<file path="src/rtl/aftab_shift_pkg.sv">
// Shared definitions for the AFTAB serial shift units: controller state
// encoding used by the right-shift unit (and mirrored by the left-shift path).
package aftab_shift_pkg;

    typedef enum logic [1:0] {
        IDLE  = 2'b00,
        SHIFT = 2'b01,
        DONE  = 2'b10
    } shift_state_e;

endpackage : aftab_shift_pkg

</file>
<file path="src/rtl/aftab_shift_right_register.sv">
// Right-shifting data register with parallel load and serial in/out.
// Shared by the serial shift unit and the multiplier path.
// Priority: rst > init > Ld > sh_R_en > hold.
module aftab_shift_right_register #(
    parameter int size = 32
) (
    input  logic            clk,
    input  logic            rst,
    input  logic            init,
    input  logic            Ld,
    input  logic            sh_R_en,
    input  logic            serIn,
    input  logic [size-1:0] dataIn,
    output logic [size-1:0] dataOut,
    output logic            serOut
);

    // Register update: clear, load, shift right by one, or hold.
    // NOTE: non-blocking (<=) for every flop so all registers update from
    // pre-edge values; blocking here would create simulation order races.
    always_ff @(posedge clk or posedge rst) begin
        if (rst) begin
            dataOut <= '0;
            serOut  <= 1'b0;
        end else if (init) begin
            dataOut <= '0;
            serOut  <= 1'b0;
        end else if (Ld) begin
            // A fresh operand has shifted nothing out yet.
            dataOut <= dataIn;
            serOut  <= 1'b0;
        end else if (sh_R_en) begin
            dataOut <= {serIn, dataOut[size-1:1]};
            serOut  <= dataOut[0];
        end
    end

endmodule : aftab_shift_right_register

</file>
<file path="src/rtl/aftab_serial_shift_right_unit.sv">
// Multi-cycle SRL/SRA unit: one bit per clock through a right-shift
// register, sequenced by a three-state controller with start/done handshake.
// shamtWidth must equal log2(size).
module aftab_serial_shift_right_unit
    import aftab_shift_pkg::*;
#(
    parameter int size       = 32,
    parameter int shamtWidth = 5
) (
    input  logic                  clk,
    input  logic                  rst,
    input  logic                  init,
    input  logic                  start,
    input  logic                  arith,
    input  logic [shamtWidth-1:0] shamt,
    input  logic [size-1:0]       dataIn,
    output logic                  ready,
    output logic                  done,
    output logic [size-1:0]       dataOut,
    output logic                  serOut
);

    shift_state_e          state_q, state_d;
    logic [shamtWidth-1:0] counter_q;
    logic                  fill_q;
    logic                  accept;
    logic                  shift_en;

    // Handshake outputs are pure state decodes: no path from start.
    assign ready    = (state_q == IDLE);
    assign done     = (state_q == DONE);
    assign accept   = ready && start;
    assign shift_en = (state_q == SHIFT);

    // Controller state register.
    always_ff @(posedge clk or posedge rst) begin
        if (rst) state_q <= IDLE;
        else     state_q <= state_d;
    end

    // Next-state logic; init forces IDLE from any state.
    // NOTE: state_d gets a default before the case so every path assigns
    // it and no latch is inferred.
    always_comb begin
        state_d = state_q;
        if (init) begin
            state_d = IDLE;
        end else begin
            unique case (state_q)
                IDLE:  if (start) state_d = (shamt != '0) ? SHIFT : DONE;
                // Exit on 1 rather than 0 so the counter never wraps.
                SHIFT: if (counter_q == shamtWidth'(1)) state_d = DONE;
                DONE:  state_d = IDLE;
                default: state_d = IDLE;
            endcase
        end
    end

    // Shift-amount down-counter and fill bit captured at load.
    always_ff @(posedge clk or posedge rst) begin
        if (rst) begin
            counter_q <= '0;
            fill_q    <= 1'b0;
        end else if (init) begin
            counter_q <= '0;
            fill_q    <= 1'b0;
        end else if (accept) begin
            counter_q <= shamt;
            fill_q    <= arith & dataIn[size-1];
        end else if (shift_en) begin
            counter_q <= counter_q - shamtWidth'(1);
        end
    end

    aftab_shift_right_register #(
        .size(size)
    ) u_shift_reg (
        .clk    (clk),
        .rst    (rst),
        .init   (init),
        .Ld     (accept),
        .sh_R_en(shift_en),
        .serIn  (fill_q),
        .dataIn (dataIn),
        .dataOut(dataOut),
        .serOut (serOut)
    );

endmodule : aftab_serial_shift_right_unit

</file>
<file path="config.mk">
export PLATFORM = sky130hd
export DESIGN_NAME = aftab_serial_shift_right_unit
export DESIGN_NICKNAME = d
export VERILOG_FILES = /design/src/rtl/aftab_shift_pkg.sv /design/src/rtl/aftab_shift_right_register.sv /design/src/rtl/aftab_serial_shift_right_unit.sv
export SDC_FILE = /design/constraint.sdc
export NUM_CORES = 1
export LEC_CHECK = 0
export CAP_MARGIN = 20
export CORE_MARGIN = 2
export CORE_UTILIZATION = 49
export DETAILED_ROUTE_END_ITERATION = 16
export PLACE_DENSITY_LB_ADDON = 0.15
export SYNTH_ARGS = -nofsm -noshare
export SYNTH_HDL_FRONTEND = slang
export SYNTH_SLANG_ARGS = --single-unit
</file>
<file path="constraint.sdc">
create_clock -name clk -period 2.5 [get_ports clk]
set_input_delay 0.375 -clock clk [delete_from_list [all_inputs] [get_ports clk]]
set_output_delay 0.375 -clock clk [all_outputs]
set_load 0.005 [all_outputs]
</file>
==> results of run 1 <==
==> cells in the final DEF, fill, tap and decap left out, types with 4 or more instances in the layout <==
cell / Yosys / routed
mux2i_1: 31 / 31
nand2_1: 5 / 5
a211oi_2: 7 / 7
dfrtp_1: 41 / 41
a21oi_1: 10 / 10
clkdlybuf4s50_1: 0 / 75
nor2_1: 40 / 40
a211oi_1: 27 / 27
buf_4: 1 / 4
clkbuf_8: 0 / 5
o21ai_0: 6 / 6
==> registers in the layout, summed over array words and instances, names as in the netlist <==
signal               flops
fill_q                   1
counter_q                5
u_shift_reg.dataOut     32
u_shift_reg.serOut       1
state_q                  2
==> cell families after synthesis <==
group | Yosys count
compound gates | 54
simple gates | 62
fa+ha+maj | 2
buf+inv | 23
mux | 31
flops | 41
==> routing by layer <==
metal,part of all wire [%],track usage (%)
met2,47,32.1
met5,0,0
met3,7.6,5.27
met4,0.71,5.03
met1,45,26.1
==> final cells by class <==
cell class / instances / share of cell area, %
Sequential cell: 41 / 33.1
Multi-Input combinational cell: 149 / 33.3
Clock buffer: 5 / 2.22
Timing Repair Buffer: 82 / 26.7
Tap cell: 52 / 2.10
Inverter: 4 / 0.485
Clock inverter: 3 / 2.10
==> per-stage QoR <==
stage / cells / setup WS (ps)
global placement: 328 / 499
finish: 336 / 535
floorplan: 213 / 1110
global route: 336 / 428
detailed placement: 328 / 482
CTS: 336 / 514
==> critical path: stages, from the launching register on <==
cell and delay, ps:
dfrtp_1 610, nor2b_1 190, clkdlybuf4s50_1 510
==> worst max-delay path by stage <==
stage                            from                                   to  slack (ps)  cells past startpoint
6_report       state_q[1]$_DFFE_PP0P_                                 done         540                      2
5_1_grt        state_q[1]$_DFFE_PP0P_                                 done         430                      2
4_1_cts        state_q[1]$_DFFE_PP0P_                                 done         510                      2
3_5_place_dp                    start  u_shift_reg.dataOut[23]$_DFFE_PP0P_         480                      5
3_3_place_gp                    start  u_shift_reg.dataOut[23]$_DFFE_PP0P_         500                      5
2_1_floorplan  state_q[0]$_DFFE_PP0P_  u_shift_reg.dataOut[28]$_DFFE_PP0P_        1110                      6
==> power by group <==
part	internal, mW	switching (mW)	total [mW]
Clock	0.397	0.228	0.625
Sequential	0.734	0.0655	0.800
Combinational	0.296	0.223	0.519
Total	1.43	0.517	1.94
==> summary by stage, run 1 <==
Run status
The run finished with clean final reports.

Synth
In the synthesized netlist the dominant register cell turns out to be dfrtp_1. After Yosys synthesis, full adders, half adders and majority gates account for 1.13% of the synthesized area. The share of synthesized registers carrying an async set or reset is 100%. In this run, synthesis inferred 0 flip-flops with an integrated enable. In this run, distinct cell masters in the synthesized netlist total 31. The sequential area share after synthesis is between 40% and 50%.

Multiplexer cells account for approximately 14% of the synthesized area. After synthesis, the largest area contributor takes up 46.5% of total cell area. The gate count after technology mapping is 213. The largest family of logic cells by synthesized area is compound AO/OA/AOI/OAI gates.

After synthesis, the cell types taking the most area are dfrtp_1, mux2i_1, a211oi_1. The most used standard cell by instance count after synthesis is dfrtp_1. Synthesis produced a netlist with a net count of 257. The number of warnings issued by yosys is 0. Of the total synthesized cell area, the portion taken by AND, OR, NAND and NOR gates is about an eighth. The library cell with the largest summed area after synthesis is dfrtp_1.

After synthesis the netlist holds a flip-flop and latch count of 41. The area share of xor/xnor cells in the synthesized design is 0%. The mean cell area of the mapped netlist is 10.4 um2. The synthesized-area fraction occupied by ao, oa, aoi and oai cells is 18.2%. The commonest cells after synthesis are dfrtp_1, nor2_1, mux2i_1, a211oi_1, a21oi_1.

After synthesis the cells add up to ~2200 um2.

Layout
The final antenna diode count is 0. At the end of the flow the core is filled with cells to 71.1%. The post-route netlist has 8.80% of its cells at a drive strength greater than 1. In the final design database the tool counted 327 nets. In the final layout, the multi-input gates occupy 1030 um2. The filler cells instantiated in the layout total 335. Summing all flip-flop and latch instances after layout gives ~1000 um2.

The signed area change from the synthesized netlist to the final layout is 40.4%. The finished cells cover slightly above 3000 um2.

Placed design
The count of input and output buffers is 76. The half-perimeter wire length after placement is 3300 um. Routability-driven placement finished with a final weighted congestion of around 0.86. The cell area after placement is 2960 um2.

GRT
The all-layer global routing usage is about a fifth. The overflow left after global routing is 0. The number of global-route vias before repair is 1820. The first-pass GRT wire length is 8080 um. The maximum number of pins on one net before global-route repair is 45.

The number of antenna violations at the first check in global routing is 0.

Drt
After detailed routing, the average wire length per cell comes to between 10 and 15 um. After detailed routing, the number of remaining DRC violations is 0. The detail route stage leaves a number of antenna-violating nets equal to 0. The iteration count of the initial detailed-routing pass is 4. The violation count after the first detailed-routing iteration is just under 100. In the routed layout, each cell is associated on average with a via count of 5.48. The total detailed-routing wirelength is 4810 um. The routed layout has 1842 vias.

Clock tree
Clock tree synthesis found a total of just over 40 sinks. Clock-pin slew was measured on the worst setup and hold paths at about 80 ps. The clock latency of the later-clocked register in the worst-skew pair is 290 ps.

In this run the post-CTS setup repair buffer count came out at 0. The total clock buffers created by CTS is 5. The count of instances resized after the clock tree is built is 0. The tree is rooted in a clkbuf_8. The number of H-tree branching levels is 2. Buffers inserted to repair hold after CTS numbered 0. TritonCTS built the clock tree. The maximum clock insertion buffer count is 2.

Setup path
STA classifies the critical path startpoint as a register. The number of cells on the worst reg-to-reg path is 5. The data arrival time of the worst path is 1590 ps. For the worst setup path, the data required time is 2120 ps. The critical path in this run is classified as register to output port. The endpoint identified for the worst register-to-register timing path is counter_q[4]$_DFFE_PP0P_.

The slack of the worst reg-to-reg path is about 800 ps. In this run the critical register-to-register path is launched from state_q[1]$_DFFE_PP0P_. Of all nets on the critical path, the largest fanout is 12. The type of destination of the critical path is an output port.

Floorplanning
The initial utilization of the core area, before any placement, comes to about half. In this run the standard cell core region covers between 4000 and 5000 um2. The floorplan step set the die width to just over 70 um. The number of placed I/O pins is 77.

The die area is between 5000 and 6000 um2. The die is 71.1 um tall. The row count is 24.

Power
IR analysis of the VDD net gives a maximum drop of 0.364 mV. Overall power consumption after layout is estimated at approximately 2 mW. Summed over all cells, the static leakage comes to approximately 1.3 nW. Power spread over the standard cell area amounts to 628 nW/um2.

Timing
The final hold violation count is 0. Hold is met by 438 ps. Dividing the final minimum period by the clock period gives about 79%.

Summed over all failing endpoints, the final setup total negative slack is 0 ps. The worst clock skew on the final layout is 4.96 ps. The final count of pins violating max slew came to 0.

The minimum period implied by the final worst setup slack is 1960 ps. Setup repair after global routing left no endpoint under its margin. The maximum clock frequency is ~510 MHz. Setup violations remaining at the end of the flow were counted as 0. At the pin with the least slew margin, the transition time is around 850 ps. The max-slew headroom at the worst pin is 43.5%.

Run
Max-cap violations in this run came to 0.

Worst hold path
The class of the tightest hold or removal check is input port to async pin.
Power figures use the tool's default switching activity.
==> run 2: changes to the inputs <==
- CORE_UTILIZATION: 49 -> 41
- clock period: 2.5 -> 1.8 ns (I/O delays scaled with it)
==> summary by stage, run 2 (synthesis gave the netlist of run 1 again) <==
Layout
The final standard cell area without fillers is 3100 um2 (+0.12%). The register containing the most flip-flops in the final layout is u_shift_reg.dataOut. The largest registers in the layout are u_shift_reg.dataOut: 32 flops, counter_q: 5 flops, state_q: 2 flops. The flip-flop count of the largest register, all copies and words added came to 32 (unchanged). The share of post-route cells with drive strength above 1 is 9.47% (+0.67 points). The share of the core filled with cells came to 60.3% (-11 points). Compared with the post-synthesis result, the final layout area differs by 40.6%.

The library cell used most frequently in the layout, excluding fill and tap cells, is clkdlybuf4s50_1. The final antenna diode count is 0 (unchanged). Leaving out fill and tap cells, the most frequent cells in the layout are clkdlybuf4s50_1, nor2_1, dfrtp_1. The number of nets in the finished design came to 329 (+0.61%).

Floorplanning
The row count is 26 (+8.3%). The effective utilization at floorplan is 42.9% (-7.7 points). The horizontal die dimension is 77.4 um (+8.8%). The die area was 5980 um2 (+18%). The core box area is 5140 um2 (+18%). The number of placed I/O pins was 77 (unchanged).

The die boundary height is 77.4 um (+8.8%).

Drt
The routed wire length on met2 came to 2260 um (+0.22%). The detailed-route via count is 1825 (-0.92%). The iteration count of the initial detailed-routing pass is 4 (unchanged).

The detailed router used layers up to and including met4. The DRC violations left came to 0 (unchanged). The length of routed met3 wiring is 363 um (-0.55%). The total detailed-routing wirelength was 5050 um (+5.0%).

The detailed-route wire length on metal 1 is 2380 um (+11%). The detailed-route wire length per cell was 14.2 um (-0.63%). The number of routed nets with antenna violations is 0 (unchanged). The violation count after the first detailed-routing iteration is 83 (-15%). The vias per cell was 5.14 (-6.2%).

Clock tree
The number of H-tree branching levels is 2 (unchanged). The number of clock sinks was 41 (unchanged). TritonCTS built the clock tree. The post-CTS clock slew at the launch and capture registers of the worst setup and hold paths is 80 ps (about the same). The number of hold-repair buffers added at the cts stage is 0 (unchanged). The clock latency of the later-clocked register in the worst-skew pair was 280 ps (about the same). The maximum clock insertion buffer count is 2 (unchanged).

The total clock buffers created by CTS came to 5 (unchanged). In this run the clock root is driven by a clkbuf_8.

GRT
The first-pass GRT wire length came to 8980 um (+11%). The maximum number of pins on one net before global-route repair is 42 (-6.7%). The number of antenna violations at the first check in global routing is 0 (unchanged). The overflow left after global routing came to 0 (unchanged). The all-layer global routing usage is 18.5% (-1.2 points). The number of global-route vias before repair is 1852 (+1.8%).

Placed design
The weighted congestion reported at the end of routability-driven placement is 0.807 (-5.9%). The half-perimeter wire length after placement was 3520 um (+6.7%). The count of input and output buffers is 76 (unchanged). The cell area after placement is 3010 um2 (+1.7%).

Run status
The run finished with clean final reports.

Timing
The setup TNS after final layout is 0 ps (unchanged). The measured slew at the worst slew-check pin came to 442 ps (-406 ps). The final worst-path cycle share is 93.5%.

The max-slew headroom at the worst pin is 70.5% (+27 points). The final hold violation count came to 0 (unchanged). The number of setup violations in the final report was 0 (unchanged). Counting I/O delays and the setup requirement, the final critical path takes 1680 ps. The final count of pins violating max slew is 0 (unchanged). The worst clock skew on the final layout is 6.26 ps (+1.30 ps). Timing would allow up to 594 MHz. Setup repair after global routing left no endpoint under its margin.

Setup path
The largest stage delay on the critical path is 500 ps (-110 ps). The type of destination of the critical path is an output port. The signal on the critical path passes through nor2b_1 > clkdlybuf4s50_1. The data arrival time of the worst path was 1410 ps (-180 ps). The worst setup path category is register to output port. The maximum fanout along the worst path is 6 (-6). The required time of the critical path was 1530 ps (-590 ps). The cell with the largest stage delay on the worst path is clkdlybuf4s50_1. The critical path's top delay family is buffers and inverters.

The number of buffer and inverter stages on the critical path is 1 (unchanged). The worst setup path is launched from a register.

Power
The total power was 2.44 mW (+25%). The peak supply drop is 0.545 mV (+50%). The leakage power summed over all cells is 1.30 nW (-0.57%).

The power density over the cells came to 786 nW/um2 (+25%).

Run
The max-capacitance violation count was 0 (unchanged).

Worst hold path
The class of the tightest hold or removal check is input port to async pin.
[run 2: changes by cell type in the layout (fill, tap and decap cells not counted), sizes merged]
cell | previous run | this run
buf | 7 | 9
bufinv | 2 | 0
clkbuf | 5 | 7
clkinv | 2 | 0
inv | 3 | 4
[run 2: final timing paths]
kind,from,endpoint,slack [ps],cells after the start
max in group asynchronous,rst,state_q[0]$_DFFE_PP0P_,1260,3
min in group clk,init,u_shift_reg.serOut$_DFFE_PP0P_,420,2
worst max-delay path,state_q[1]$_DFFE_PP0P_,done,120,2
worst max register to register,state_q[0]$_DFFE_PP0P_,u_shift_reg.dataOut[28]$_DFFE_PP0P_,290,4
worst min-delay path,rst,u_shift_reg.dataOut[30]$_DFFE_PP0P_,330,3
worst min register to register,u_shift_reg.serOut$_DFFE_PP0P_,u_shift_reg.serOut$_DFFE_PP0P_,530,2
[run 2: final cells by class]
class / count / area (um2)
flip-flops and latches: 41 / 1030
multi-input cells: 149 / 1030
repair buffers: 84 / 853
well taps: 70 / 87.6
inverters: 4 / 15.0
fillers: 480 / 2040
clock buffers: 7 / 86.3
[run 2: timing repair]
item                                   4_1_cts  5_1_grt
gates resized for setup                      0        1
endpoints found under the hold margin        0        0
setup endpoints to repair                    0        1
setup buffers                                0        0
[run 2: routing by layer]
layer | GRT usage, % | up-vias
li1 | - | 906
met1 | 25.0 | 859
met2 | 28.6 | 56
met3 | 6.28 | 4
met4 | 4.64 | 0
met5 | 0 | -
[run 2: worst min-delay path, stage by stage]
cell	delay, ps
clkdlybuf4s50_1	410
inv_2	70
buf_12	230
[run 2: through the flow]
step                      setup WS, ps  hold WS (ps)  cells
after floorplan                    407           417    213
after global routing              11.9           344    355
final                              118           332    355
after global placement           -52.8           519    348
after CTS                         59.3           335    355
after detailed placement         -81.2           509    348
[run 2: power by group]
group          total [mW]  switching, mW  internal, mW
logic               0.727          0.309         0.417
clock network       0.597          0.293         0.304
registers            1.11         0.0923          1.02
==> run 3: changes to the inputs <==
- CORE_UTILIZATION: 41 -> 45
- clock period: 1.8 -> 1.85 ns (I/O delays scaled with it)
==> summary by stage, run 3 (synthesis gave the netlist of run 1 again) <==
Setup path
The kind of launch point of the worst setup path is a register. The number of buffer and inverter stages on the critical path came to 1 (unchanged). The reg-to-reg critical path startpoint is state_q[0]$_DFFE_PP0P_. The type of destination of the critical path is an output port.

The critical path's top delay family is flip-flops. The maximum fanout along the worst path was 11 (+5). The destination of the worst register-to-register timing path is u_shift_reg.dataOut[18]$_DFFE_PP0P_. The slack of the worst reg-to-reg path is 260 ps (-30 ps).

Among all stages on the critical path, the largest delay is contributed by dfrtp_1. The signal on the critical path passes through nor2b_1 > clkdlybuf4s50_1. The largest stage delay on the critical path came to 520 ps (+20 ps). The data arrival time of the worst path is 1470 ps (+60 ps). The worst setup path is of the register to output port kind. The cell depth of the worst flop-to-flop path is 4 (unchanged). The required time of the critical path is 1570 ps (+40 ps).

Power
The peak supply drop is 0.365 mV (-33%). The total power is 2.55 mW (+4.6%). The fraction of power consumed by combinational cells was 28.1% (-1.7 points). The proportion of power drawn by flip-flops and latches is 42.4% (-3.3 points).

The leakage power summed over all cells was 1.32 nW (+1.3%). The switching part of the total is 27.6% (-0.93 points). The relative contribution of the clock network to total power is 29.4% (+4.9 points). The internal power summed over all cells is 1.85 mW (+6.0%).

The power density over the cells is 811 nW/um2 (+3.2%). The power spent charging and discharging nets was 0.703 mW (+1.2%).

Placed design
The weighted congestion reported at the end of routability-driven placement is 0.853 (+5.7%). The cell area after placement is 3030 um2 (+0.46%). The count of input and output buffers is 76 (unchanged). The pre-CTS setup slack is -36.9 ps (+44.2 ps). The half-perimeter wire length after placement came to 3320 um (-5.6%). The number of cells after detailed placement came to 344 (-1.1%).

Layout
The top cell types in the final layout, fill and taps aside, are clkdlybuf4s50_1, dfrtp_1, nor2_1. The number of nets in the finished design was 328 (-0.30%). The final standard cell area without fillers is 3140 um2 (+1.4%). The share of post-route cells with drive strength above 1 is 8.77% (-0.70 points). The register containing the most flip-flops in the final layout is u_shift_reg.dataOut.

The flip-flop count of the largest register, all copies and words added is 32 (unchanged). The share of the core filled with cells came to 66.5% (+6.2 points). In the final layout, the registers with the most flip-flops are u_shift_reg.dataOut: 32 flops, counter_q: 5 flops, state_q: 2 flops. The most common cell after layout, fill and taps aside is clkdlybuf4s50_1. The filler-free cell count of the finished design was 352 (-0.85%). The final antenna diode count is 0 (unchanged). The signed area change from the synthesized netlist to the final layout is 42.5%.

Floorplanning
The die boundary height is 74.0 um (-4.3%). The core box area is 4720 um2 (-8.1%). The row count was 25 (-3.8%). The effective utilization at floorplan is 46.7% (+3.8 points). The die area is 5480 um2 (-8.4%).

The horizontal die dimension is 74.0 um (-4.3%). The number of placed I/O pins is 77 (unchanged).

GRT
The overflow left after global routing is 0 (unchanged). The all-layer global routing usage is 19.2% (+0.76 points). The first-pass GRT wire length is 8070 um (-10%). The number of global-route vias before repair is 1738 (-6.2%). The number of antenna violations at the first check in global routing is 0 (unchanged). The maximum number of pins on one net before global-route repair is 42 (unchanged).

Timing
The post-route worst hold slack is 343 ps (+10.5 ps). The measured slew at the worst slew-check pin is 565 ps (+123 ps). Of the available clock period, the critical path in the final layout requires 94.6%.

The number of setup violations in the final report is 0 (unchanged). The worst clock skew on the final layout is 10.2 ps (+3.91 ps). The final hold violation count is 0 (unchanged). Setup repair after global routing left no endpoint under its margin. The post-layout worst setup margin is 99.4 ps (-18.2 ps). The worst path needs 1750 ps of the cycle, external delays included. The final count of pins violating max slew came to 0 (unchanged).

The setup TNS after final layout came to 0 ps (unchanged). The max-slew headroom at the worst pin was 62.3% (-8.2 points). Timing would allow up to 571 MHz.

Clock tree
The number of H-tree branching levels is 2 (unchanged). The number of hold-repair buffers added at the cts stage came to 0 (unchanged). TritonCTS built the clock tree. The total clock buffers created by CTS was 5 (unchanged).

CTS placed an instance of clkbuf_8 at the clock tree root. The count of instances resized after the clock tree is built was 0 (unchanged). The count of buffers added by post-CTS timing repair for setup was 0 (unchanged). The maximum clock insertion buffer count was 2 (unchanged).

The number of clock sinks is 41 (unchanged). The clock latency of the later-clocked register in the worst-skew pair is 290 ps (about the same). The post-CTS clock slew at the launch and capture registers of the worst setup and hold paths is 80 ps (about the same).

Run
The max-capacitance violation count is 0 (unchanged).

Run status
The run finished with clean final reports.

Drt
The iteration count of the initial detailed-routing pass was 4 (unchanged). The vias per cell was 5.14 (about the same). The detailed-route wire length per cell is 14.1 um (-1.1%). The violation count after the first detailed-routing iteration came to 74 (-11%). The DRC violations left is 0 (unchanged). The detailed-route via count is 1809 (-0.88%).

The total detailed-routing wirelength is 4950 um (-2.0%). The number of routed nets with antenna violations is 0 (unchanged).

Worst hold path
The class of the tightest hold or removal check is input port to async pin.
-- run 3: metal layers --
layer	vias up	GRT usage (%)	wire, um
li1	908	-	-
met1	849	26.8	2400
met2	50	28.9	2240
met3	2	5.01	285
met4	0	7.27	22
met5	-	0	0
-- run 3: power groups by stage --
stage	Sequential, mW	Combinational, mW	Clock, mW
2_1_floorplan	1.08	0.408	0
3_3_place_gp	1.10	0.711	0
3_5_place_dp	1.10	0.720	0
4_1_cts	1.08	0.725	0.775
5_1_grt	1.10	0.788	0.809
6_report	1.08	0.718	0.750
-- run 3: worst max-delay path by stage --
stage	start	end	slack, ps	cells after the start
after floorplan	state_q[0]$_DFFE_PP0P_	u_shift_reg.dataOut[28]$_DFFE_PP0P_	460	6
after global placement	start	counter_q[1]$_DFFE_PP0P_	-30	6
after detailed placement	start	counter_q[1]$_DFFE_PP0P_	-40	6
after CTS	state_q[0]$_DFFE_PP0P_	done	80	2
after global routing	state_q[0]$_DFFE_PP0P_	done	10	2
final	state_q[0]$_DFFE_PP0P_	done	100	2
-- run 3: cell type report --
type                    instances  area (um2)
fillers                       395        1580
flip-flops and latches         41        1030
multi-input cells             149        1030
inverters                       4        15.0
clock inverters                 1        30.0
repair buffers                 83         871
well taps                      67        83.8
clock buffers                   7        86.3
-- run 3: tightest hold or removal path: stages --
cell and delay (ps):
clkdlybuf4s50_1 420, clkinv_1 80, buf_12 230
